--- src/rtl/aap_fetch_stage.sv ---
// Instruction fetch stage: drives the PC into a synchronous instruction memory and
// queues returned words for the decoder behind a valid/ready handshake.
module aap_fetch_stage #(
   parameter int                ADDR_W   = 16,
   parameter logic [ADDR_W-1:0] RESET_PC = '0,
   parameter int                DEPTH    = 2
) (
   input  logic              CLOCK_50,
   input  logic              reset,
   input  logic              enable,
   output logic              imem_req,
   output logic [ADDR_W-1:0] imem_addr,
   input  logic [15:0]       imem_rdata,
   input  logic              redirect_valid,
   input  logic [ADDR_W-1:0] redirect_pc,
   output logic              fetch_valid,
   input  logic              fetch_ready,
   output logic [15:0]       fetchoutput,
   output logic [ADDR_W-1:0] fetch_pc
);

   localparam int IDX_W = (DEPTH > 1) ? $clog2(DEPTH) : 1;
   localparam int CNT_W = $clog2(DEPTH + 1);

   localparam logic [1:0] S_IDLE  = 2'd0;
   localparam logic [1:0] S_RUN   = 2'd1;
   localparam logic [1:0] S_REDIR = 2'd2;

   logic [1:0]        state_q, state_d;
   logic [ADDR_W-1:0] pc_q;
   logic              inflight_q;
   logic [ADDR_W-1:0] inflight_pc_q;
   logic [CNT_W-1:0]  count_q;
   logic [15:0]       q_data [DEPTH];
   logic [ADDR_W-1:0] q_pc   [DEPTH];

   logic              flush, push, pop, issue;
   logic [CNT_W:0]    occ;
   logic [IDX_W-1:0]  wr_idx;

   always_comb begin
      flush   = redirect_valid && (state_q != S_IDLE);
      pop     = fetch_valid && fetch_ready && !flush;
      push    = inflight_q && !flush;
      // occupancy after this cycle's return and pop; a new issue needs a free slot
      occ     = {1'b0, count_q} + {{CNT_W{1'b0}}, inflight_q} - {{CNT_W{1'b0}}, pop};
      issue   = (state_q == S_RUN) && enable && !redirect_valid
                && (occ < (CNT_W+1)'(DEPTH));
      wr_idx  = IDX_W'(count_q - {{(CNT_W-1){1'b0}}, pop});
      state_d = state_q;
      case (state_q)
         S_IDLE:  if (!redirect_valid && enable) state_d = S_RUN;
         S_RUN:   if (redirect_valid) state_d = S_REDIR;
         S_REDIR: if (!redirect_valid) state_d = S_RUN;
         default: state_d = S_IDLE;
      endcase
   end

   assign imem_req    = issue;
   assign imem_addr   = pc_q;
   assign fetch_valid = (count_q != '0);
   assign fetchoutput = q_data[0];
   assign fetch_pc    = q_pc[0];

   always_ff @(posedge CLOCK_50 or negedge reset) begin
      if (!reset) begin
         state_q       <= S_IDLE;
         pc_q          <= RESET_PC;
         inflight_q    <= 1'b0;
         inflight_pc_q <= '0;
         count_q       <= '0;
      end else begin
         state_q    <= state_d;
         inflight_q <= issue;
         if (issue) inflight_pc_q <= pc_q;
         if (redirect_valid)
            pc_q <= redirect_pc;
         else if (issue)
            pc_q <= pc_q + 1'b1;
         if (flush)
            count_q <= '0;
         else if (push && !pop)
            count_q <= count_q + CNT_W'(1);
         else if (pop && !push)
            count_q <= count_q - CNT_W'(1);
      end
   end

   // Head always sits in entry 0 so the decoder sees plain registers.
   always_ff @(posedge CLOCK_50 or negedge reset) begin
      if (!reset) begin
         for (int unsigned i = 0; i < unsigned'(DEPTH); i++) begin
            q_data[IDX_W'(i)] <= '0;
            q_pc[IDX_W'(i)]   <= '0;
         end
      end else begin
         if (pop) begin
            for (int unsigned i = 0; i + 1 < unsigned'(DEPTH); i++) begin
               q_data[IDX_W'(i)] <= q_data[IDX_W'(i + 1)];
               q_pc[IDX_W'(i)]   <= q_pc[IDX_W'(i + 1)];
            end
         end
         if (push) begin
            q_data[wr_idx] <= imem_rdata;
            q_pc[wr_idx]   <= inflight_pc_q;
         end
      end
   end

endmodule

--- config.mk ---
export PLATFORM = sky130hd
export DESIGN_NAME = aap_fetch_stage
export DESIGN_NICKNAME = d
export VERILOG_FILES = /design/src/rtl/aap_fetch_stage.sv
export SDC_FILE = /design/constraint.sdc
export NUM_CORES = 1
export LEC_CHECK = 0
export ABC_AREA = 1
export BUFFER_PORTS_ARGS = -buffer_cell sky130_fd_sc_hd__buf_2
export CORE_MARGIN = 2
export CORE_UTILIZATION = 57
export DETAILED_ROUTE_END_ITERATION = 6
export MAX_ROUTING_LAYER = met4
export PLACE_DENSITY_LB_ADDON = 0.3
export SLEW_MARGIN = 40
export SYNTH_ARGS = -nofsm -noshare
export SYNTH_HDL_FRONTEND = slang
export SYNTH_SLANG_ARGS = --single-unit
--- constraint.sdc ---
create_clock -name CLOCK_50 -period 3.42 [get_ports CLOCK_50]
set_input_delay 0.342 -clock CLOCK_50 [delete_from_list [all_inputs] [get_ports CLOCK_50]]
set_output_delay 0.342 -clock CLOCK_50 [all_outputs]
set_load 0.1 [all_outputs]
# Word-level counts from Yosys, hierarchy flattened
# Cells that the tools add are included.
totals:
  word_cells: 62
  output_inout_bits: 50
  register_bits: 101
  inputBits: 37
op_classes:
  bitwise_logic: 1
  muxes: 17
  n_reduce_logical: 21
  order_cmp: 3
  n_addsub: 6
  n_eq_ne: 5
ops:
  columns: ["op", "count"]
  rows:
  - ["$mux 16", 5]
  - ["$bwmux 32", 2]
  - ["$mux 32", 2]
  - ["$add 16x1->16 const B", 1]
  - ["$demux 16 s1", 1]
  - ["$mux 2", 6]
  - ["$logic_and 1x1->1", 11]
  - ["$ne 2x2->1 const B", 3]
  - ["$pmux 2 s3", 1]
  - ["$reduce_bool 2->1", 3]
  - ["$logic_not 1->1", 4]
  - ["$add 2x1->3", 1]
  - ["$lt 3x2->1 const B", 1]
  - ["$reduce_and 3->1", 1]
  - ["$reduce_bool 3->1", 1]
  - ["$sub 3x1->3", 1]
  - ["$add 2x1->2 const B", 1]
  - ["$eq 2x1->1 const B", 1]
  - ["$eq 2x2->1 const B", 1]
  - ["$ge 2x2->1 const B", 1]
  - ["$logic_not 2->1", 1]
  - ["$lt 2x1->1 const B", 1]
  - ["$not 1->2", 1]
  - ["$sub 2x1->2 const B", 1]
  - ["$sub 1x1->1", 1]

# Logic depth before layout (Yosys ltp)
# Gate-level depths: netlist of the first run.
logic_depth:
  word_depth: 12
  ltp_mapped: 16
  ltp_nobuf: 14

# Least setup slack after synthesis of the first run
# Ideal clock, no wire load.
synth_path:
  kind: "reg-to-output"
  start: "register state_q[1]"
  end: "output imem_req"
  setup_slack_ps: 481
  t_required_ps: 3078
  path_stages_with_launch: 13
  t_arrival_ps: 2597
  path_cell_list: "dfrtp_1 o21ai_2 buf_4 nand3_1 nand2_2 buf_2 nand2_1 fa_1 nand3_1 nor2_1 nand2_1 inv_1 buf_2"
synth_via:
  elab_chain_len: 7
synth_rtl:
  columns: ["element", "line_no", "source"]
  rows:
  - ["start, declared", "29", "logic [1:0] state_q, state_d;"]
  - ["start signal, assigned", "73", "state_q <= state_d;"]
  - ["$reduce_bool 2->1", "42", "flush = redirect_valid && (state_q != S_IDLE);"]
  - ["$logic_and 1x1->1", "42", null]
  - ["$logic_not 1->1", "43", "pop = fetch_valid && fetch_ready && !flush;"]
  - ["$logic_and 1x1->1", "43", null]
  - ["$sub 3x1->3", "46", "occ = {1'b0, count_q} + {{CNT_W{1'b0}}, inflight_q} - {{CNT_W{1'b0}}, pop};"]
  - ["$lt 3x2->1", "48", "&& (occ < (CNT_W+1)'(DEPTH));"]
  - ["$logic_and 1x1->1 (*)", "48", null]
  - ["end, declared", "11", "output logic imem_req,"]
# Every way passes the cells marked *; elsewhere a longest branch is shown, timed or not.

# Worst setup path in the final report of the first run
# Same ends and word-level chain as after synthesis.

==> results of run 1 <==
[metrics by stage]
| step | setup slack (ns) | hold WS (ns) | instance area [um^2] | utilization, % |
|---|---|---|---|---|
| after floorplan | 0.481 | 0.0464 | 5260 | - |
| after global placement | 0.687 | 0.454 | 5470 | 60.0 |
| after detailed placement | 0.600 | 0.443 | 5470 | 60.1 |
| after CTS | 0.177 | 0.0341 | 5650 | 62.0 |
| after global routing | 0.0687 | 0.0386 | 5660 | 62.1 |
| final | 0.294 | -0.0176 | 5660 | 62.1 |
[power groups by stage]
stage | sequential [mW] | combinational, mW | clock [mW]
after floorplan | 2.04 | 2.23 | 0
after CTS | 1.90 | 2.63 | 0.732
final | 1.91 | 2.62 | 0.725
after global placement | 1.91 | 2.58 | 0
after global routing | 1.96 | 2.81 | 0.784
after detailed placement | 1.93 | 2.62 | 0
[layout make-up]
cell class                      count  area [um^2]
Inverter                           30          113
Fill cell                         855         3450
Sequential cell                   101         2530
Clock inverter                      7         56.3
Multi-Input combinational cell    494         2170
Timing Repair Buffer               97          524
Tap cell                          111          139
Clock buffer                        9          124
[kinds of logic after synthesis]
logic type | share of synthesized area (%)
simple gates | 37.8
flops | 48.0
buf+inv | 10.7
compound gates | 1.88
xor+xnor | 0.999
fa+ha+maj | 0.618
[worst max-delay path: stages, from the launching register on]
cell and delay [ns]:
dfrtp_1 0.45, o21ai_2 0.40, nand3_1 0.19, nand2_2 0.11, nand2_1 0.06, fa_1 0.49, nand3_1 0.08, nor2_1 0.09
nand2_1 0.08, inv_1 0.12, clkbuf_4 0.34
[path summary, 6_finish.rpt]
| check | startpoint | end | slack, ns | cells after the start |
|---|---|---|---|---|
| min | reset | fetchoutput[2] | -0.02 | 1 |
| max reg2reg | state_q[1] | imem_addr[1] | 0.75 | 13 |
| max in group asynchronous | reset | imem_addr[5] | 2.70 | 2 |
| min reg2reg | flip-flop | flip-flop | 0.48 | 2 |
| min in group CLOCK_50 | redirect_pc[0] | imem_addr[0] | 0.16 | 3 |
| max | state_q[1] | imem_req | 0.29 | 10 |
[cell usage in the layout (no fill, tap or decap)]
cell type	synthesis	routed
nor2_8	1	1
dfrtp_1	101	101
buf_4	37	11
nor3_1	1	1
o211ai_1	2	2
nand2_1	294	294
ha_1	1	1
inv_6	0	1
clkinvlp_4	0	2
a21oi_1	2	2
o21ai_2	1	1
inv_8	0	2
clkbuf_8	0	10
a211oi_1	1	1
nand4_1	5	5
xor2_1	4	4
nor2_2	1	1
nor2_4	1	1
nor2_1	20	20
o21bai_1	1	1
o21ai_0	10	10
nand3_1	141	141
inv_1	29	29
inv_2	1	1
fa_1	1	1
buf_2	20	84
xnor2_1	2	2
nand2_2	5	5
clkinv_2	0	2
clkbuf_4	0	1
[per-layer routing]
layer | vias to the layer above | wire length (um) | global-route usage (%)
li1 | 2266 | - | -
met1 | 2168 | 5410 | 34.5
met2 | 136 | 5500 | 39.7
met3 | 9 | 714 | 4.25
met4 | 0 | 91 | 6.64
met5 | - | 0 | -
==> results.yml, run 1 <==
worst_setup_path:
  worst-setup-path-type: "flip-flop to output pin"
  worstPathArrival_ns: 2.78
  worstPathRequired_ns: 3.08
  start_kind: "flip-flop"
  crit_path_end_kind: "output pin"
  cp_max_fo: 10
cts:
  cts_hold_buf: 0
  cts_buffers: 9
  h-tree-depth: 3
  postCtsSetupRepairBufs: 0
  cts_resized: 0
  cts.sinks: 101
  clockBufferDepth: 2
  clock-root-buffer: "clkbuf_8"
  cts_tree: "done"
  clk_pin_slew_worst_paths_ns: 0.11
  worstSkewPairLatency_ns: 0.38
final_layout:
  area_delta_synth_final_pct: 7.49
  layout.nets: 772
  drive_gt1_share_pct: 16.7
  final_cell_count_no_fill: 849
  antenna_cells: 0
synthesis:
  synth_edf_count: 0
  synth_top_cell_by_area: "dfrtp_1"
  synth_most_common_cell: "nand2_1"
  netlist_area_um2: 5260
  avgSynthCellArea_um2: 7.57
  synthCells: 695
  synth_warnings: 0
  syn_nets: 734
  postSynthRegisterBits: 101
  synth_seq_area_share_pct: 48.0
  yosys-top-cells-count: "294 x nand2_1, 141 x nand3_1, 101 x dfrtp_1"
  synthFlopType: "dfrtp_1"
  ys_types: 27
  synth_top_area_share_pct: 48.0
  synthArstFlopShare_pct: 100
  synth_area_leaders: "dfrtp_1 48%, nand2_1 21%, nand3_1 13%"
power:
  powerDensity_nw_per_um2: 929
  p_switching_mw: 2.89
  power.leakage_nw: 3.28
  comb_power_share_pct: 49.9
  total_power_mw: 5.25
  p_int_mw: 2.37
  clkPwrFrac_pct: 13.8
  seq_power_share_pct: 36.3
  p_sw_share_pct: 54.9
  peakVddDrop_uv: 377
timing:
  finalSetupTns_ns: 0
  min_period_over_period_pct: 91.4
  setup_viol: 0
  rsz0062_at_grt: "no"
  skew_ns: 0.0148
  report.final.slew_viol_count: 0
  holdWs_ns: -0.0176
  min_period_ns: 3.13
  tightest_slew_ns: 0.671
  hold_viol: 13
  max_freq_mhz: 320
  relSlewSlack_pct: 55.2
placed_design:
  port_buffers: 86
  place_congestion: 0.848
  post-place-cells: 833
  hpwlAfterDp_um: 7650
global_route:
  grt_pass1_wl_um: 19800
  antenna_found_initial: 0
  grt_max_degree: 85
  grt_pass1_vias: 4207
  grt_usage_pct: 25.3
  grt_remaining_overflow: 0
min_path:
  hold_path.class: "primary input to asynchronous set/reset pin"
flow_run:
  maxCapViolations: 0
floorplanning:
  fp.dieH_um: 100
  io-pin-count: 87
  fp.coreArea_um2: 9110
  start_util_pct: 57.8
  die_w_um: 100
  rows: 35
  die-area_um2: 10000
status:
  status: "finished with violations"
  violations: "hold timing"
drt:
  wl_um: 11700
  route.vias.total: 4579
  first_iter_violations: 240
  wl_per_cell_um: 13.8
  via_per_inst: 5.39
  ant_nets: 0
  drt_pass1_iterations: 5
  drc_errors: 0
Note: power is estimated with default switching activity, not from simulation.
==> run 2, diff against run 1 <==
--- a/config.mk
+++ b/config.mk
@@ -7,11 +7,11 @@
 export LEC_CHECK = 0
 export ABC_AREA = 1
 export BUFFER_PORTS_ARGS = -buffer_cell sky130_fd_sc_hd__buf_2
-export CORE_MARGIN = 2
-export CORE_UTILIZATION = 57
+export CORE_UTILIZATION = 50
 export DETAILED_ROUTE_END_ITERATION = 6
 export MAX_ROUTING_LAYER = met4
 export PLACE_DENSITY_LB_ADDON = 0.3
+export RECOVER_POWER = 25
 export SLEW_MARGIN = 40
 export SYNTH_ARGS = -nofsm -noshare
 export SYNTH_HDL_FRONTEND = slang
==> results.yml, run 2 (synthesized netlist as in run 1, its figures left out) <==
status:
  status: "finished with violations"
  violations: "capacitance limit, slew limit"
global_route:
  grt_remaining_overflow: 0
  grt_pass1_vias: 4089
  grt_max_degree: 78
  grt_pass1_wl_um: 19800
  grt_usage_pct: 23.1
  antenna_found_initial: 0
flow_run:
  maxCapViolations: 1
timing:
  hold_viol: 0
  min_period_over_period_pct: 89.3
  skew_ns: 0.00695
  finalSetupTns_ns: 0
  relSlewSlack_pct: -25.9
  holdWs_ns: 0.174
  rsz0062_at_grt: "no"
  report.final.slew_viol_count: 78
  tightest_slew_ns: 1.89
  min_period_ns: 3.06
  worst_slack_ns: 0.365
  setup_viol: 0
  max_freq_mhz: 327
drt:
  wl_um: 11700
  route.vias.total: 4538
  via_per_inst: 5.20
  drt_pass1_iterations: 7
  wl_per_cell_um: 13.4
  ant_nets: 0
  first_iter_violations: 247
  drc_errors: 0
floorplanning:
  fp.dieH_um: 105
  io-pin-count: 87
  start_util_pct: 51.2
  fp.coreArea_um2: 10300
  rows: 37
  die-area_um2: 10900
  die_w_um: 105
worst_setup_path:
  worstPathArrival_ns: 2.71
  setup.worst_path.start: "state_q[1]"
  start_kind: "flip-flop"
  crit_path_end_kind: "output pin"
  worstPathRequired_ns: 3.08
  worst-setup-path-type: "flip-flop to output pin"
  r2r_cells: 13
  crit_family: "simple AND/OR/NAND/NOR gates"
  cp_max_fo: 6
  cp.depth: 10
  worst-path-buf-inv: 2
  r2r_start: "state_q[1]"
  path_cells: "o21ai_2 > nand3_1 > nand2_2 > nand2_1 > fa_1 > nand3_1 > nor2_1 > nand2_1 > inv_1 > buf_2"
  crit_path_max_incr_delay_ns: 0.49
  critPathSlowestCell: "fa_1"
placed_design:
  post-place-cells: 858
  port_buffers: 86
  placed_area_um2: 5500
  dp_slack_ns: 0.673
  place_congestion: 0.828
  hpwlAfterDp_um: 7760
cts:
  clock-root-buffer: "clkbuf_8"
  cts_hold_buf: 0
  h-tree-depth: 3
  cts_buffers: 9
  cts.sinks: 101
  cts_resized: 0
  clockBufferDepth: 2
  cts_tree: "done"
  postCtsSetupRepairBufs: 0
  clk_pin_slew_worst_paths_ns: 0.09
  worstSkewPairLatency_ns: 0.37
min_path:
  min_path_cells: 3
  worstHoldStart: "redirect_pc[0]"
  hold_path.class: "primary input to flip-flop"
power:
  total_power_mw: 5.21
  peakVddDrop_uv: 521
  power.leakage_nw: 3.27
  powerDensity_nw_per_um2: 920
final_layout:
  final_cell_count_no_fill: 872
  final_cell_mix: "294 x nand2_1, 141 x nand3_1, 101 x dfrtp_1, 85 x buf_2, 29 x inv_1"
  antenna_cells: 0
  drive_gt1_share_pct: 16.3
  layout_commonest_cell: "nand2_1"
  layout.nets: 772
  fillCellCount: 1019
  design_area_um2: 5660
  area_delta_synth_final_pct: 7.58
  fin_util_pct: 55.1
run 2: cell types whose count changed in the layout (fill, tap and decap cells not counted), sizes merged:
cell      previous run  this run
inv                 33        30
clkbuf              11        13
clkinvlp             2         0
buf                 95        96
run 2: power by group:
| part | internal (mW) | switching [mW] | leakage (nW) |
|---|---|---|---|
| logic | 0.486 | 2.12 | 1.85 |
| registers | 1.61 | 0.308 | 1.34 |
| clock network | 0.295 | 0.391 | 0.0881 |
| total | 2.39 | 2.82 | 3.27 |
run 2: final cells by class:
type                            count  area [um^2]  share of cell area, %
Inverter                           30          113                   1.99
Tap cell                          136          170                   3.01
Timing Repair Buffer               97          513                   9.06
Clock buffer                       12          155                   2.74
Multi-Input combinational cell    494         2170                   38.4
Clock inverter                      2         10.0                  0.177
Sequential cell                   101         2530                   44.6
run 2: tightest hold or removal path, delay by kind of cell:
family        cells  cell delay, ns
simple gates      2            0.10
buf+inv           1            0.07
run 2: path summary, 6_finish.rpt:
kind | endpoint | slack [ns]
setup / recovery | imem_req | 0.36
hold / removal | imem_addr[0] | 0.17
setup reg to reg | imem_addr[0] | 0.89
hold reg to reg | flip-flop | 0.48
max in group asynchronous | inflight_pc_q[4] | 1.83
min in group asynchronous | fetchoutput[0] | 0.50
run 2: per-layer routing:
layer	global-route usage (%)	share of wire [%]
met3	2.99	5.2
met2	34.9	45
met4	7.85	1.5
met5	-	0
met1	32.3	48
